[src/rtl/fifo_rd_ctrl.sv]
// Read-domain controller of the asynchronous FIFO: read pointer, empty/level and
// RAM fetch sequencing. Optional almost_empty output under FIFO_RD_ALMOST_EMPTY_EN.
module fifo_rd_ctrl #(
  parameter int ADDR_WIDTH = 4,
  parameter int DATA_WIDTH = 8,
  parameter int AE_LEVEL   = 2
) (
  input  logic                  R_clk,
  input  logic                  rst,
  input  logic [ADDR_WIDTH:0]   sync_wptr,
  output logic                  rd_en,
  output logic [ADDR_WIDTH-1:0] rd_addr,
  input  logic [DATA_WIDTH-1:0] mem_rdata,
  output logic [DATA_WIDTH-1:0] out_data,
  output logic                  out_valid,
  input  logic                  out_ready,
  output logic [ADDR_WIDTH:0]   rptr_gray,
  output logic                  empty,
  output logic [ADDR_WIDTH:0]   level
`ifdef FIFO_RD_ALMOST_EMPTY_EN
  ,
  output logic                  almost_empty
`endif
);

  typedef enum logic [1:0] {
    IDLE  = 2'd0,
    FETCH = 2'd1,
    VALID = 2'd2
  } state_e;

  function automatic logic [ADDR_WIDTH:0] gray2bin(input logic [ADDR_WIDTH:0] g);
    logic [ADDR_WIDTH:0] b;
    b[ADDR_WIDTH] = g[ADDR_WIDTH];
    for (int i = ADDR_WIDTH - 1; i >= 0; i--) b[i] = b[i+1] ^ g[i];
    return b;
  endfunction

  state_e                state_q, state_d;
  logic [ADDR_WIDTH:0]   rbin_q, rbin_d;
  logic [ADDR_WIDTH:0]   rgray_q, rgray_d;
  logic [DATA_WIDTH-1:0] out_data_q, out_data_d;
  logic [ADDR_WIDTH:0]   wbin;

  assign wbin      = gray2bin(sync_wptr);
  assign empty     = (rgray_q == sync_wptr);
  assign level     = wbin - rbin_q;
  assign rd_addr   = rbin_q[ADDR_WIDTH-1:0];
  assign rptr_gray = rgray_q;
  assign out_data  = out_data_q;
  assign out_valid = (state_q == VALID);

  // NOTE: every always_comb output gets a default first so no path infers a latch.
  always_comb begin
    state_d    = state_q;
    rd_en      = 1'b0;
    out_data_d = out_data_q;
    unique case (state_q)
      IDLE: begin
        if (!empty) begin
          rd_en   = 1'b1;
          state_d = FETCH;
        end
      end
      FETCH: begin
        out_data_d = mem_rdata;
        state_d    = VALID;
      end
      VALID: begin
        if (out_ready) begin
          if (!empty) begin
            rd_en   = 1'b1;
            state_d = FETCH;
          end else begin
            state_d = IDLE;
          end
        end
      end
      default: state_d = IDLE;
    endcase
    // The RAM strobe must stay quiet while reset is held, even with a non-zero wptr.
    if (rst) rd_en = 1'b0;
  end

  assign rbin_d  = rbin_q + {{ADDR_WIDTH{1'b0}}, rd_en};
  assign rgray_d = rbin_d ^ (rbin_d >> 1);

  // NOTE: sequential state uses non-blocking assignments only.
  always_ff @(posedge R_clk or posedge rst) begin
    if (rst) begin
      state_q    <= IDLE;
      rbin_q     <= '0;
      rgray_q    <= '0;
      out_data_q <= '0;
    end else begin
      state_q    <= state_d;
      rbin_q     <= rbin_d;
      rgray_q    <= rgray_d;
      out_data_q <= out_data_d;
    end
  end

`ifdef FIFO_RD_ALMOST_EMPTY_EN
  logic [ADDR_WIDTH:0] level_next;
  logic                almost_empty_q;

  assign level_next   = level - {{ADDR_WIDTH{1'b0}}, rd_en};
  assign almost_empty = almost_empty_q;

  always_ff @(posedge R_clk or posedge rst) begin
    if (rst) almost_empty_q <= 1'b1;
    else     almost_empty_q <= (32'(level_next) <= AE_LEVEL);
  end
`endif

endmodule
[config.mk]
export PLATFORM = sky130hd
export DESIGN_NAME = fifo_rd_ctrl
export DESIGN_NICKNAME = d
export VERILOG_FILES = /design/src/rtl/fifo_rd_ctrl.sv
export SDC_FILE = /design/constraint.sdc
export NUM_CORES = 1
export LEC_CHECK = 0
export BUFFER_PORTS_ARGS = -buffer_cell sky130_fd_sc_hd__buf_2
export CORE_ASPECT_RATIO = 1.1
export CORE_MARGIN = 1
export CORE_UTILIZATION = 46
export DETAILED_ROUTE_END_ITERATION = 7
export GPL_TIMING_DRIVEN = 1
export PLACE_DENSITY = 0.87
export SYNTH_ARGS = -nofsm -noshare
export SYNTH_HDL_FRONTEND = slang
export SYNTH_SLANG_ARGS = --single-unit
[constraint.sdc]
create_clock -name R_clk -period 3.7 [get_ports R_clk]
set_clock_uncertainty 0.15 [all_clocks]
set_input_delay 0.74 -clock R_clk [delete_from_list [all_inputs] [get_ports R_clk]]
set_output_delay 0.74 -clock R_clk [all_outputs]
set_load 0.01 [all_outputs]
======== Yosys cells after proc, flatten, opt, wreduce, memory -nomap -nowiden ========
Index checks and enable logic that the tools add are counted.
storage, ports and cells
  input port bits ......................... 16
  output and inout port bits .............. 25
  logic and storage cells ................. 26
  latch bits .............................. 0
  flip-flop bits (word level) ............. 20
  memory bits (writable) .................. 0
  bits in read-only memories .............. 0
  memories ................................ 0
operators by class
  div/mod/pow operators ................... 0
  bitwise logic cells ..................... 5
  equal/unequal tests ..................... 5
  add/sub/neg operators ................... 2
  $mul .................................... 0
  magnitude comparators ................... 0
  shifts and indexed selects .............. 0
  mux-type cells .......................... 8
  reductions and logical operators ........ 2
operator list
  kind                                                   number
  case mux 2 bit (3 select lines)                        1
  adder 5 x 1 -> 5 bit                                   1
  equality test 5 bit                                    1
  subtractor 5 bit                                       1
  bitwise XOR 5 x 4 -> 5 bit                             1
  two-way mux 1 bit                                      4
  two-way mux 2 bit                                      2
  bitwise XOR 1 bit                                      4
  equality test 2 x 1 -> 1 bit, second input constant    1
  equality test 2 bit, second input constant             1
  zero test 2 bit                                        1
  inequality test 2 x 1 -> 1 bit, second input constant  1
  inequality test 2 bit, second input constant           1
  case mux 1 bit (2 select lines)                        1
  AND reduction 2 bit                                    1

======== Depth between registers and ports, before layout ========
Gate-level depths: netlist of run 1.
  word-level depth ........................ 7
  gate-level depth with buffers ........... 10
  gate-level depth less buffers ........... 10

======== Least setup slack after synthesis of run 1 ========
OpenSTA, ideal clock, no wires.
  path type ............................... input -> output
  start ................................... in sync_wptr[3]
  end ..................................... out level[4]
  cell stages on the path ................. 10
  path slack .............................. 0.014 ns
  arrival time ............................ 2.796 ns
  cell sequence ........................... xor2_1 xor2_1 xor2_1 xnor2_1 ha_1 inv_1 fa_1 a21o_1 a21oi_1 xor2_1
on the way
  cells in the longest elaborated chain, start to end .. 5
ends and longest elaborated chain
  what                            line  RTL
  start, declared                 10    input logic [ADDR_WIDTH:0] sync_wptr,
  bitwise XOR 1 bit *             35    for (int i = ADDR_WIDTH - 1; i >= 0; i--) b[i] = b[i+1] ^ g[i];
  bitwise XOR 1 bit (3 in a row)  35
  subtractor 5 bit *              47    assign level = wbin - rbin_q;
  end, declared                   19    output logic [ADDR_WIDTH:0] level
Every way passes the cells marked *; elsewhere a longest branch is shown, timed or not.

======== Worst setup path after layout of run 1 ========
  start ................................... in sync_wptr[4]
  end ..................................... out level[4]
on the way
  cells in the longest elaborated chain, start to end .. 5
ends and longest elaborated chain
  what                            line
  bitwise XOR 1 bit (4 in a row)  35
  subtractor 5 bit *              47
Marks and branches as above.

==> impl_metrics.tcl, run 1 <==
set metrics [dict create \
    outcome "finished, violations left" \
    violations "negative setup slack" \
    first_iter_violations 6 \
    mostFrequentLayoutCells "buf_2 (38), dfrtp_1 (19), buf_4 (11)" \
    yosysTopAreaCellShare_pct 50.5 \
    synth.avg_cell_area_um2 12.4 \
    synth_seq_cells 19 \
    syn_nets 99 \
    ys_seq_area_share_pct 50.5 \
    clock_path_buffers 2 \
    viasPerCell 4.73 \
    fmax_ghz 0.268 \
    p_leak_nw 0.681 \
    r2r-start "rptr_gray[0]" \
    ios 41 \
    clkPwrFrac_pct 8.0 \
    overflow 0 \
    die-area_um2 2230 \
    grt_pass1_wl_um 3300 \
    maxSlewHeadroom_pct 54.9 \
    cp_data_required_time_ns 2.81 \
    crit_arrival_ns 2.84 \
    setup_slack_ns -0.0253 \
    cp_common_cell "xor2_1" \
    p_int_uw 713 \
    yosys-top-cells-area "dfrtp_1 (51%), mux2_2 (9.6%), xor2_1 (9.3%)" \
    finalPower_mw 1.19 \
    crit_type "primary input to output port" \
    swShare_pct 40.2 \
    worstHoldStart "state_q[0]" \
    worst_pin_slew_ns 0.676 \
    fin_nets 154 \
    grt_usage_pct 20.0 \
    rows 16 \
    seq_power_share_pct 33.0 \
    final_antenna_net_count 0 \
    worst_setup_path_start_kind "primary input" \
    utilization_pct 72.3 \
    die_y_um 49.4 \
    grt_start_max_net_pins 20 \
    crit_buf_inv 3 \
    cts_max_level 1 \
    min_path_cells 1 \
    seq_area_um2 475 \
    finalMaxSlewViolations 0 \
    port_buffers 40 \
    rrSetupSlack_ns 1.33 \
    end_kind "output port" \
    hold_class "flop to flop" \
    place_area_um2 1210 \
    gp_routability_congestion 0.698 \
    setup_viol 1 \
    min_to "state_q[0]" \
    drc_errors 0 \
    root_buffer "clkbuf_4" \
    syn_inst 76 \
    drt-wirelength-per-cell_um 12.1 \
    path_cells "buf_8 -> xor2_4 -> xor2_2 -> xor2_1 -> xnor2_1 -> ha_2 -> inv_2 -> fa_2 -> a21o_1 -> a21oi_2 -> xor2_1 -> buf_2" \
    dpl.hpwl_um 1500 \
    antenna_found_initial 0 \
    die_w_um 45.1 \
    combinationalPowerShare_pct 59.0 \
    max-vdd-ir-drop_mv 0.490 \
    cts.sinks 19 \
    drt-pass1-iter-count 4 \
    reg2reg_to "rptr_gray[1]" \
    yosys.area.top_type "dfrtp_1" \
    cts.clk_slew.worst_paths_ns 0.10 \
    synth.distinct_cells 16 \
    dpl_worst_slack_ns -0.359 \
    stdcell_count 157 \
    final_common_cell "buf_2" \
    yosys_warnings 0 \
    fillCellCount 136 \
    syn-cell-area_um2 941 \
    power_density_nw_per_um2 896 \
    cts_tree "yes" \
    slowest_stage "fa_2" \
    cts_buffers 3 \
    grt_pass1_vias 800 \
    clock_latency_ns 0.28 \
    cp_top_family "XOR/XNOR gates" \
    grt_setup_unrepaired "yes" \
    antenna_cells 0 \
    r2r_cells 8 \
    hold_ws_ns 0.356 \
    dp.cells 147 \
    syn2layout_area_growth_pct 41.5 \
    core_region_area_um2 1840 \
    cpPeakStageDelay_ns 0.34 \
    start_util_pct 51.1 \
    setup_tns_ns -0.0253 \
    power_switching_uw 480 \
    drive_above_1_share_pct 52.3 \
    multi_input_area_um2 467 \
    timing.final.crit_share_pct 101 \
    hold_viol 0 \
    stdcell_area_um2 1330 \
    drt_wl_total_um 1900 \
    maxCapViolCount 0 \
    vias 742 \
    cp_max_fo 2 \
    period_needed_ns 3.73 \
]
power groups by stage:
stage | clock [mW] | combinational (mW) | sequential, mW
6_report | 0.0955 | 0.704 | 0.394
5_1_grt | 0.113 | 0.786 | 0.408
4_1_cts | 0.0990 | 0.701 | 0.394
3_5_place_dp | 0 | 0.665 | 0.397
3_3_place_gp | 0 | 0.630 | 0.391
2_1_floorplan | 0 | 0.386 | 0.436
worst register-to-register path: stages, from the launching register on:
cell	delay, ns
dfrtp_1	0.40
xnor2_1	0.16
nand3_1	0.11
nor3_1	0.40
nor4_1	0.13
ha_1	0.24
ha_1	0.22
xor2_1	0.31
xor2_1	0.18
metal layers:
layer	vias to the layer above	share of wire, %	GRT usage [%]	routed length [µm]
met5	-	0	0	0
met4	0	1.0	4.55	19
met3	2	5.3	2.59	101
met2	40	54	35.0	1020
met1	347	40	25.5	757
li1	353	-	-	-
synth_stat cells:
library cell	instances
clkbuf_1	1
nor4_1	1
ha_1	6
mux2_2	8
nor3_1	2
nand2b_1	2
o21ai_0	1
xnor2_1	9
nor2b_1	1
xor2_1	10
a21o_1	2
a21oi_1	2
inv_1	8
nand3_1	3
dfrtp_1	19
fa_1	1
how the worst max path moves through the flow:
stage,slack (ns),cells after the start,to,start
2_1_floorplan,0.01,10,level[4],sync_wptr[3]
3_3_place_gp,-0.24,12,level[4],sync_wptr[3]
3_5_place_dp,-0.36,12,level[4],sync_wptr[3]
4_1_cts,-0.04,12,level[4],sync_wptr[4]
5_1_grt,-0.16,12,level[4],sync_wptr[4]
6_report,-0.03,12,level[4],sync_wptr[4]
flip-flops by register name, summed over array words and instances, names as in the netlist:
name       flops
out_data       8
state_q        2
rbin_q         5
rptr_gray      4
timing repair:
action                                  in CTS  in global routing
hold buffers                                 0                  0
pin swaps                                    8                  2
setup buffers                                5                  1
gates resized for setup                      7                  3
endpoints found under the setup margin       1                  2
endpoints found under the hold margin        0                  0
final cells by class:
class	count	share of cell area [%]
clock buffer	4	1.97
inverter	8	2.26
multi-input combinational	48	35.1
sequential	19	35.7
tap	27	2.54
timing repair buffer	51	22.5
kinds of logic after synthesis:
logic type / share of synthesized area (%)
muxes: 9.57
and+or+nand+nor: 5.32
DFF: 50.5
xor gates and xnor gates: 17.7
adders and majority gates: 10.1
AOI/OAI and AO/OA: 3.19
buffers and inverters: 3.59
No activity file was read; power rests on OpenSTA's default activity.
==> run 2: changes to the inputs <==
- ABC_AREA: default -> 1
- CORE_UTILIZATION: 46 -> 48
- PLACE_DENSITY: 0.87 -> 0.88
==> run 2 against run 1 <==
  * The run now ends clean
  * Fmax rose by 9.7%
  * Power fell by 3.6%
  * Synthesized cell count up 47%
  * Sequential power barely moved
  * Die area is 9.2% higher
  * Global-route usage shrank 1.6 points
  * Cell count is 17% higher
  * Clock power increased by 4.3%
  * Non-clock buffer count is 11 lower
  * Utilization fell by 7.5 points
  * Largest cell class is now multi-input gates
  * Register-to-register slack improved by 0.22 ns
==> impl_metrics.tcl, run 2 <==
set metrics [dict create \
    outcome "complete, no violations" \
    viasPerCell 4.82 \
    final_common_cell "buf_2" \
    yosys-top-cells-area "dfrtp_1 (44%), mux2_2 (8.4%), nand2_1 (8.0%)" \
    finalMaxSlewViolations 0 \
    cts.clk_slew.worst_paths_ns 0.10 \
    cp_top_family "simple AND/OR/NAND/NOR gates" \
    ys_seq_area_share_pct 44.2 \
    synth.distinct_cells 17 \
    ys.flop_type "dfrtp_1" \
    drive_above_1_share_pct 41.7 \
    synth_commonest_cells "nand2_1 (23), dfrtp_1 (19), inv_1 (18)" \
    cts_tree "yes" \
    antenna_found_initial 0 \
    grt_pass1_wl_um 3260 \
    hold_class "flop to flop" \
    cts.sinks 19 \
    worst_setup_path_start_kind "primary input" \
    path_cells "buf_2 -> inv_1 -> nand2_1 -> nand3_2 -> nand2_2 -> nand2_2 -> nand3_1 -> nand2_1 -> ha_1 -> inv_1 -> fa_1 -> nand3_1 -> nand2_1 -> xnor2_1 -> buf_2" \
    final_antenna_net_count 0 \
    crit_arrival_ns 2.50 \
    maxSlewHeadroom_pct 55.1 \
    setup_tns_ns 0 \
    rows 17 \
    grt_setup_unrepaired "no" \
    largest_reg_flops 8 \
    overflow 0 \
    cts_max_level 1 \
    yosysMostFrequentCell "nand2_1" \
    syn_nets 135 \
    period_needed_ns 3.39 \
    yosys.area.top_type "dfrtp_1" \
    synth.avg_cell_area_um2 9.61 \
    dpl_worst_slack_ns 0.295 \
    cp_common_cell "nand2_1" \
    post_cts_buffers 0 \
    drt-wirelength-per-cell_um 10.7 \
    hold_buffers 0 \
    start_util_pct 52.2 \
    core_region_area_um2 2060 \
    antenna_cells 0 \
    mostFrequentLayoutCells "buf_2 (40), nand2_1 (23), dfrtp_1 (19)" \
    syn_inst 112 \
    drt_wl_total_um 1970 \
    drc_errors 0 \
    die_w_um 47.1 \
    fmax_ghz 0.295 \
    fin_nets 180 \
    multi_input_area_um2 522 \
    cp_data_required_time_ns 2.81 \
    vias 887 \
    crit_type "primary input to output port" \
    slowest_stage "fa_1" \
    power_density_nw_per_um2 859 \
    fillCellCount 177 \
    cp_max_fo 4 \
    setup_slack_ns 0.306 \
    grt_pass1_vias 832 \
    grt_start_max_net_pins 20 \
    setup_viol 0 \
    cts_buffers 3 \
    yosys_warnings 0 \
    clock_latency_ns 0.28 \
    syn-cell-area_um2 1080 \
    hold_viol 0 \
    die_y_um 51.7 \
    clock_path_buffers 2 \
    cts_resized 0 \
    worst_pin_slew_ns 0.672 \
    root_buffer "clkbuf_4" \
    port_buffers 40 \
    first_iter_violations 10 \
    timing.final.crit_share_pct 91.7 \
    syn2layout_area_growth_pct 24.3 \
    yosysTopAreaCellShare_pct 44.2 \
    p_leak_nw 0.751 \
    synthArstFlopShare_pct 100 \
    drt-pass1-iter-count 4 \
    synth_edf_count 0 \
    end_kind "output port" \
    maxCapViolCount 0 \
    grt_usage_pct 18.4 \
    die-area_um2 2440 \
    synth_seq_cells 19 \
    gp_routability_congestion 0.747 \
    crit_buf_inv 4 \
    cpPeakStageDelay_ns 0.43 \
    dpl.hpwl_um 1670 \
    seq_area_um2 475 \
    max-vdd-ir-drop_mv 0.510 \
    ios 41 \
]
## run 2: logic make-up (layout without fill, tap and decap cells)
kind of cell,Yosys count,count (layout),share of synthesized area [%]
adders and majority gates,7,7,8.84
muxes,8,8,8.37
xor gates and xnor gates,11,11,10.3
buffers and inverters,21,65,7.33
AOI/OAI and AO/OA,3,3,1.39
and+or+nand+nor,43,43,19.5
DFF,19,19,44.2
## run 2: area by class of cell
| class | count | share of cell area, % |
|---|---|---|
| Sequential cell | 19 | 35.5 |
| Inverter | 21 | 5.89 |
| Multi-Input combinational cell | 72 | 39.0 |
| Timing Repair Buffer | 40 | 15.0 |
| Clock buffer | 4 | 1.96 |
| Tap cell | 28 | 2.62 |
## run 2: through the flow
step,hold WS [ns],instance area (µm²),power (mW),utilization (%),std cells
6_report,0.360,1340,1.15,64.8,184
5_1_grt,0.387,1340,1.26,64.8,184
4_1_cts,0.361,1340,1.16,64.8,184
3_5_place_dp,0.338,1310,1.06,63.6,180
3_3_place_gp,0.334,1310,1.03,63.6,180
2_1_floorplan,0.372,1080,0.836,-,112
## run 2: where the power goes
group | leakage (nW) | switching (mW) | total (mW) | internal [mW]
Sequential | 0.221 | 0.0749 | 0.394 | 0.319
Combinational | 0.514 | 0.352 | 0.656 | 0.305
Clock | 0.0150 | 0.0578 | 0.0996 | 0.0418
Total | 0.751 | 0.484 | 1.15 | 0.665
## run 2: path summary, 6_finish.rpt
| path | slack [ns] | end | from | cells after the start |
|---|---|---|---|---|
| worst min-delay path | 0.36 | out_data[7] | out_data[7] | 1 |
| worst max register to register | 1.55 | rptr_gray[3] | rbin_q[4] | 12 |
| worst min register to register | 0.36 | out_data[7] | out_data[7] | 1 |
| max in group asynchronous | 2.57 | rbin_q[4] | rst | 2 |
| min in group asynchronous | 0.40 | state_q[0] | rst | 2 |
| worst max-delay path | 0.31 | level[4] | sync_wptr[4] | 15 |
## run 2: layer usage
metal  global-route usage (%)  share of wire, %
met5                        0                 0
met3                     1.04               5.0
met2                     35.4                53
met4                     4.76              0.56
met1                     21.1                41
